--- config.mk ---
export PLATFORM = sky130hd
export DESIGN_NAME = fifo_ctrl
export DESIGN_NICKNAME = d
export VERILOG_FILES = /design/src/rtl/fifo_ctrl.sv
export SDC_FILE = /design/constraint.sdc
export NUM_CORES = 1
export LEC_CHECK = 0
export CAP_MARGIN = 20
export CORE_UTILIZATION = 36
export DETAILED_ROUTE_END_ITERATION = 10
export PLACE_DENSITY = 0.91
export REMOVE_ABC_BUFFERS = 1
export SLEW_MARGIN = 20
export SYNTH_ARGS = -nofsm -noshare
export SYNTH_HDL_FRONTEND = slang
export SYNTH_SLANG_ARGS = --single-unit
--- constraint.sdc ---
create_clock -name clK -period 2.2 [get_ports clK]
set_input_delay 0.44 -clock clK [delete_from_list [all_inputs] [get_ports clK]]
set_output_delay 0.44 -clock clK [all_outputs]
set_load 0.01 [all_outputs]
--- src/rtl/fifo_ctrl.sv ---
// fifo_ctrl: pointer/count/flag controller for an external dual-port RAM (port A write, port B read); FIFO_CTRL_ERR_EN adds sticky ovf/udf flags.
// Latency: pop accepted at an edge -> pop_VALID and pop_data_OUT in the following cycle; a pushed word is poppable the cycle after its write.
// Backpressure: no stalls; pushes are dropped while full_OUT=1 and pops are ignored while empty_OUT=1.
module fifo_ctrl #(
    parameter int DATA  = 16,
    parameter int ADDR  = 5,
    parameter int AFULL = 2**ADDR - 4
) (
    input  logic            clK,
    input  logic            rst_N,
    input  logic            push_WR,
    input  logic [DATA-1:0] push_data_IN,
    output logic            full_OUT,
    output logic            afull_OUT,
    input  logic            pop_RD,
    output logic [DATA-1:0] pop_data_OUT,
    output logic            pop_VALID,
    output logic            empty_OUT,
    output logic [ADDR:0]   level_OUT,
    output logic            ram_a_WR,
    output logic [ADDR-1:0] ram_a_ADDR,
    output logic [DATA-1:0] ram_a_DATA,
    output logic            ram_b_WR,
    output logic [ADDR-1:0] ram_b_ADDR,
    input  logic [DATA-1:0] ram_b_DATA
`ifdef FIFO_CTRL_ERR_EN
    ,
    input  logic            err_CLR,
    output logic            ovf_OUT,
    output logic            udf_OUT
`endif
);

    localparam logic [ADDR:0] DEPTH_C = (ADDR+1)'(2**ADDR);
    localparam logic [ADDR:0] AFULL_C = (ADDR+1)'(AFULL);

    logic [ADDR-1:0] r_wr_ptr;
    logic [ADDR-1:0] r_rd_ptr;
    logic [ADDR:0]   r_count;
    logic            r_empty;
    logic            r_full;
    logic            r_afull;
    logic            r_pop_vld;

    logic            w_push;
    logic            w_pop;
    logic [ADDR:0]   w_count_nxt;

    // rst_N gates the write strobe so the RAM is never written while reset is held.
    assign w_push = push_WR & ~r_full & rst_N;
    assign w_pop  = pop_RD & ~r_empty;

    always_comb begin
        w_count_nxt = r_count;
        if (w_push && !w_pop) begin
            w_count_nxt = r_count + (ADDR+1)'(1);
        end else if (!w_push && w_pop) begin
            w_count_nxt = r_count - (ADDR+1)'(1);
        end
    end

    // Flags are computed from the next count so they line up with level_OUT after each edge.
    always_ff @(posedge clK or negedge rst_N) begin
        if (!rst_N) begin
            r_wr_ptr  <= '0;
            r_rd_ptr  <= '0;
            r_count   <= '0;
            r_empty   <= 1'b1;
            r_full    <= 1'b0;
            r_afull   <= 1'b0;
            r_pop_vld <= 1'b0;
        end else begin
            if (w_push) begin
                r_wr_ptr <= r_wr_ptr + ADDR'(1);
            end
            if (w_pop) begin
                r_rd_ptr <= r_rd_ptr + ADDR'(1);
            end
            r_count   <= w_count_nxt;
            r_empty   <= (w_count_nxt == '0);
            r_full    <= (w_count_nxt == DEPTH_C);
            r_afull   <= (w_count_nxt >= AFULL_C);
            r_pop_vld <= w_pop;
        end
    end

    assign full_OUT     = r_full;
    assign afull_OUT    = r_afull;
    assign empty_OUT    = r_empty;
    assign level_OUT    = r_count;
    assign pop_VALID    = r_pop_vld;
    assign pop_data_OUT = ram_b_DATA;

    assign ram_a_WR   = w_push;
    assign ram_a_ADDR = r_wr_ptr;
    assign ram_a_DATA = push_data_IN;
    assign ram_b_WR   = 1'b0;
    assign ram_b_ADDR = r_rd_ptr;

`ifdef FIFO_CTRL_ERR_EN
    logic r_ovf;
    logic r_udf;

    // A new error event wins over a simultaneous clear.
    always_ff @(posedge clK or negedge rst_N) begin
        if (!rst_N) begin
            r_ovf <= 1'b0;
            r_udf <= 1'b0;
        end else begin
            r_ovf <= (push_WR & r_full)  | (r_ovf & ~err_CLR);
            r_udf <= (pop_RD  & r_empty) | (r_udf & ~err_CLR);
        end
    end

    assign ovf_OUT = r_ovf;
    assign udf_OUT = r_udf;
`endif

endmodule

==> out/qor.yml, run 1 <==
floorplan:
  die_w_um: 63.01
  die_y_um: 63.01
  fp-row-count: 21
  start_util_pct: 38.93
  pin_count: 90
  dieArea_um2: 3970
  core_area_um2: 3442
setup_path:
  worst-path-stages: 6
  critPathArrivalTime_ns: 2.28
  reg2reg_depth: 6
  crit_type: "reg2reg"
  path_cells: "inv_1, ha_1, or4_1, o311a_1, or4_4, nor2b_2"
  endpoint_kind: "flip-flop"
  cp_slowest_cell: "or4_1"
  crit_family: "simple AND/OR/NAND/NOR gates"
  worstSetupStartpointType: "flip-flop"
  worstPathBufferInverterCount: 1
  crit_path_max_fanout: 4
  crit_required_ns: 2.40
  cpPeakStageDelay_ns: 0.51
outcome:
  outcome: "finished, final reports clean"
logic_synthesis:
  syn-cell-area_um2: 1340
  synth_top_family_by_area: "buffers and inverters"
  synth.avg_cell_area_um2: 10.39
  synth-edff-count: 0
  syn_inst: 129
  yosysSeqAreaShare_pct: 37.44
  synth_mux_area_share_pct: 0
  yosys_register_bits: 20
  synth_compound_area_share_pct: 7.656
  synth_xor_area_share_pct: 7.843
  ys_async_sr_fraction_pct: 100.0
  synth.distinct_cells: 40
  yosys.area_share.simple_pct: 20.26
  synth_flop_cell: "dfrtp_1"
  yosysWarnings: 0
  synthAdderAreaFrac_pct: 3.735
timing:
  rsz0062_at_grt: "false"
  setup_slack_ns: 0.1160
  period_minus_slack_ns: 2.084
  fin_crit_sh_pct: 94.73
  setup_viol: 0
  clock_skew_ns: 0.004399
  hold_ws_ns: 0.3709
  fmax_ghz: 0.4798
  final_max_slew_viol_count: 0
  hold_violations: 0
routing:
  post-route-drc-count: 0
  drt_iter0_drc: 34
  wl_mm: 3.640
  antenna_left: 0
  post_drt_wl_per_cell_um: 19.78
  vias_per_cell: 5.386
  first_pass_iters: 4
  num_vias: 991
layout:
  final_cell_area_um2: 1531
  n_antenna_cell: 0
  fill_cells: 331
  mostFrequentLayoutCell: "clkdlybuf4s50_1"
  area_growth_pct: 14.29
  drive_above_1_share_pct: 23.91
  final_cell_mix: "clkdlybuf4s50_1 (22), dfrtp_1 (19), buf_4 (18)"
  postLayoutCoreUtil_pct: 44.49
  layout.nets: 179
clocking:
  post_cts_buffers: 0
  clock_tree.root_cell: "clkbuf_8"
  cts.clk_slew.worst_paths_ns: 0.07
  clock_latency_ns: 0.26
  cts_htree_levels: 1
  clk_path_buf_depth: 2
  cts_buffers: 3
  cts_tree: "built"
  clock_sinks: 20
pwr:
  total_power_w: 0.002040
  p_leak_nw: 0.6499
  peakVddDrop_mv: 0.5723
  p_per_area_nw_per_um2: 1332
placed_design:
  routabilityCongestion: 0.8825
  place_ws_ns: -0.1822
  place_area_um2: 1486
  io_buffers: 24
  dp_hpwl_mm: 2.822
global_routing:
  gr-total-overflow: 0
  grt_pass1_vias: 973
  antenna_found_initial: 0
  grt_pass1_wl_mm: 5.589
  grt_usage_pct: 19.81
  grt_max_degree: 12
worst_hold_path:
  min_path_type: "in2async"
run:
  cap_violations: 0
-- report_power, final --
group          switching, W  internal [W]
clock network      0.000120      0.000129
logic              0.000474      0.000618
registers          0.000164      0.000536
total              0.000757       0.00128
-- layer usage --
metal	share of wire, %	track usage (%)	vias up
met5	1.2	8.333	-
met4	1.5	6.686	2
met3	17	18.25	7
met2	38	23.25	76
met1	43	23.93	475
li1	-	-	431
-- cells in the mapped netlist (2+ instances only) --
master	instances	area, um2
buf_4	33	247.7
inv_2	2	7.510
nor2_1	3	11.26
inv_1	3	11.26
nand2_1	10	37.54
nand3b_1	2	15.01
nand4b_1	2	17.52
nand4_1	5	31.28
buf_6	3	33.78
xnor2_1	11	96.34
or4_1	4	30.03
nand2b_1	2	12.51
dfrtp_1	19	475.5
ha_1	4	50.05
-- timing repair --
| action | in CTS | in global routing |
|---|---|---|
| setup endpoints to repair | 1 | 0 |
| resized for setup | 3 | 0 |
| hold buffers | 0 | 0 |
-- through the flow --
step,setup TNS [ns],std cells
floorplan,0,92
global placement,-0.4814,180
detailed placement,-0.5543,180
CTS,0,184
global route,0,184
finish,0,184
-- cells by family (layout without fill, tap and decap cells) --
group | after synthesis | in the layout
other | 1 | 1
DFF | 20 | 20
buffers and inverters | 42 | 51
adders and majority gates | 4 | 4
AOI/OAI and AO/OA | 11 | 11
and+or+nand+nor | 39 | 39
xor gates and xnor gates | 12 | 12
-- path summary, 6_finish.rpt --
path | from | end | slack, ns
min in group clK | ram_a_ADDR[4] | ram_a_ADDR[4] | 0.47
worst min register to register | ram_a_ADDR[4] | ram_a_ADDR[4] | 0.47
max in group asynchronous | rst_N | empty_OUT | 1.60
worst min-delay path | rst_N | ram_a_ADDR[1] | 0.37
worst max-delay path | level_OUT[0] | full_OUT | 0.12
worst max register to register | level_OUT[0] | full_OUT | 0.12
-- area by class of cell --
type                            instances  area (um2)  share of cell area (%)
Tap cell                               46       57.56                   3.758
Timing Repair Buffer                   42       372.9                   24.35
Inverter                                5       21.27                   1.389
Clock buffer                            4       45.04                   2.941
Sequential cell                        20       501.7                   32.76
Multi-Input combinational cell         67       533.0                   34.80
-- sequential cells by signal (all words and copies together) (netlist names) --
register	flops
ram_a_ADDR	5
ram_b_ADDR	5
level_OUT	6
pop_VALID	1
afull_OUT	1
full_OUT	1
empty_OUT	1
No activity file was read; power rests on OpenSTA's default activity.
==> run 2: changes to the inputs <==
--- a/config.mk
+++ b/config.mk
@@ -6,9 +6,11 @@
 export NUM_CORES = 1
 export LEC_CHECK = 0
 export CAP_MARGIN = 20
-export CORE_UTILIZATION = 36
+export CELL_PAD_IN_SITES_DETAIL_PLACEMENT = 0
+export CELL_PAD_IN_SITES_GLOBAL_PLACEMENT = 1
+export CORE_UTILIZATION = 25
 export DETAILED_ROUTE_END_ITERATION = 10
-export PLACE_DENSITY = 0.91
+export PLACE_DENSITY = 0.9
 export REMOVE_ABC_BUFFERS = 1
 export SLEW_MARGIN = 20
 export SYNTH_ARGS = -nofsm -noshare
==> run 2 against run 1 <==
Worst setup slack is essentially flat. Via count shrank 0.40%. Combinational power is essentially flat. Wire length grew 0.85%. Clock power shrank 4%. Power shrank 0.16%. First-iteration DRC count grew 140%. Clock skew grew 0.0028 ns. Largest power group unchanged.
==> out/qor.yml, run 2 (same netlist as run 1, synthesis figures left out) <==
outcome:
  outcome: "finished, final reports clean"  # unchanged
placed_design:
  dp_cells: 205  # was 180
  dp_hpwl_mm: 2.889  # was 2.822 mm
  routabilityCongestion: 0.8042  # was 0.8825
  io_buffers: 24  # unchanged
global_routing:
  grt_usage_pct: 13.83  # was 19.81%
  grt_pass1_wl_mm: 5.520  # was 5.589 mm
  grt_max_degree: 12  # unchanged
  antenna_found_initial: 0  # unchanged
  grt_pass1_vias: 969  # was 973
  gr-total-overflow: 0  # unchanged
routing:
  post_drt_wl_per_cell_um: 17.48  # was 19.78 um
  dr_wl_met3_um: 565  # was 616 um
  antenna_left: 0  # unchanged
  vias_per_cell: 4.700  # was 5.386
  drt_iter0_drc: 81  # was 34
  first_pass_iters: 4  # unchanged
  num_vias: 987  # was 991
  wl_mm: 3.671  # was 3.640 mm
  highest_layer: "met5"  # unchanged
  route.met2.wl_mm: 1.466  # was 1.370 mm
  wl_met1_mm: 1.557  # was 1.556 mm
  post-route-drc-count: 0  # unchanged
timing:
  fin_crit_sh_pct: 94.73  # about the same
  rsz0062_at_grt: "false"  # unchanged
  hold_violations: 0  # unchanged
  fin_tns_setup_ns: 0  # unchanged
  period_minus_slack_ns: 2.084  # about the same
  final_max_slew_viol_count: 0  # unchanged
  clock_skew_ns: 0.007151  # was 0.004399 ns
  hold_ws_ns: 0.4004  # was 0.3709 ns
  setup_viol: 0  # unchanged
  fmax_ghz: 0.4798  # about the same
pwr:
  total_power_w: 0.002037  # was 0.002040 W
  peakVddDrop_mv: 0.3071  # was 0.5723 mV
  p_leak_nw: 0.6590  # was 0.6499 nW
  p_per_area_nw_per_um2: 1292  # was 1332 nW/um2
clocking:
  clock_tree.root_cell: "clkbuf_8"  # unchanged
  cts_tree: "built"  # unchanged
  clk_path_buf_depth: 2  # unchanged
  cts.clk_slew.worst_paths_ns: 0.07  # about the same
  cts_htree_levels: 1  # unchanged
  clock_sinks: 20  # unchanged
  cts_hold_buf: 0  # unchanged
  cts_buffers: 3  # unchanged
  clock_latency_ns: 0.25  # was 0.26 ns
setup_path:
  crit_type: "reg2reg"  # unchanged
  path_cells: "inv_1, ha_1, or4_1, o311a_1, or4_4, nor2b_2"  # unchanged
  worstPathBufferInverterCount: 1  # unchanged
  cp_slowest_cell: "or4_1"  # unchanged
  crit_path_max_fanout: 4  # unchanged
  crit_family: "simple AND/OR/NAND/NOR gates"  # unchanged
  cp-startpoint: "level_OUT[0]"  # unchanged
  worstSetupStartpointType: "flip-flop"  # unchanged
  r2r_start: "level_OUT[0]"  # unchanged
  cpPeakStageDelay_ns: 0.53  # was 0.51 ns
  critPathArrivalTime_ns: 2.27  # was 2.28 ns
  endpoint_kind: "flip-flop"  # unchanged
  crit_required_ns: 2.39  # was 2.40 ns
floorplan:
  core_area_um2: 5140  # was 3442 um2
  pin_count: 90  # unchanged
  fp-row-count: 26  # was 21
  die_w_um: 75.21  # was 63.01 um
  start_util_pct: 26.07  # was 38.93%
  dieArea_um2: 5657  # was 3970 um2
  die_y_um: 75.21  # was 63.01 um
layout:
  n_antenna_cell: 0  # unchanged
  final_cell_mix: "clkdlybuf4s50_1 (22), buf_4 (20), dfrtp_1 (19)"  # was clkdlybuf4s50_1 (22), dfrtp_1 (19), buf_4 (18)
  layout.nets: 181  # was 179
  area_growth_pct: 17.65  # was 14.29%
  largest_reg_flops: 6  # unchanged
  drive_above_1_share_pct: 25.00  # was 23.91%
  stdcell_count: 210  # was 184
  mostFrequentLayoutCell: "clkdlybuf4s50_1"  # unchanged
run:
  cap_violations: 0  # unchanged
worst_hold_path:
  min_path_type: "in2async"  # unchanged
run 2: changes by cell type in the layout (fill, tap and decap cells not counted), sizes merged:
cell and change:
buf +2
run 2: metal layers:
layer | vias up | track usage (%)
met5 | - | 7.407
met4 | 2 | 4.733
met3 | 4 | 11.65
met2 | 75 | 17.22
met1 | 470 | 16.58
li1 | 436 | -
run 2: layout make-up:
cell class,count,area (um2)
fill,548,3563
multi-input combinational,67,533.0
sequential,20,501.7
timing repair buffer,44,387.9
tap,70,87.58
clock buffer,4,45.04
inverter,5,21.27
run 2: stage by stage:
| stage | util, % | setup slack, ns | instance area, um2 |
|---|---|---|---|
| 2_1_floorplan | - | 0.04113 | 1054 |
| 3_3_place_gp | 29.65 | -0.1758 | 1524 |
| 3_5_place_dp | 29.65 | -0.2102 | 1524 |
| 4_1_cts | 30.67 | 0.1187 | 1577 |
| 5_1_grt | 30.67 | 0.01670 | 1577 |
| 6_report | 30.67 | 0.1160 | 1577 |
run 2: path summary, 6_finish.rpt:
| path | to | depth (start not counted) | slack [ns] |
|---|---|---|---|
| min in group clK | ram_a_ADDR[4] | 1 | 0.47 |
| min | pop_VALID | 2 | 0.40 |
| max reg2reg | full_OUT | 6 | 0.12 |
| max | full_OUT | 6 | 0.12 |
| min reg2reg | ram_a_ADDR[4] | 1 | 0.47 |
| max in group asynchronous | empty_OUT | 2 | 1.56 |
run 2: worst register-to-register path, cell delays in order (launching register included):
cell and delay (ns):
dfrtp_1 0.36, inv_1 0.09, ha_1 0.35, or4_1 0.53, o311a_1 0.15, or4_4 0.43
nor2b_2 0.11
run 2: where the power goes:
group          total (W)  internal, W  switching, W
Combinational    0.00110     0.000631      0.000474
Clock           0.000240     0.000129      0.000112
Sequential      0.000692     0.000536      0.000157
Total            0.00204      0.00129      0.000742
run 2: repair_timing:
action | in CTS | in global routing
gates resized for setup | 3 | 0
setup endpoints to repair | 2 | 0
setup buffers | 1 | 0
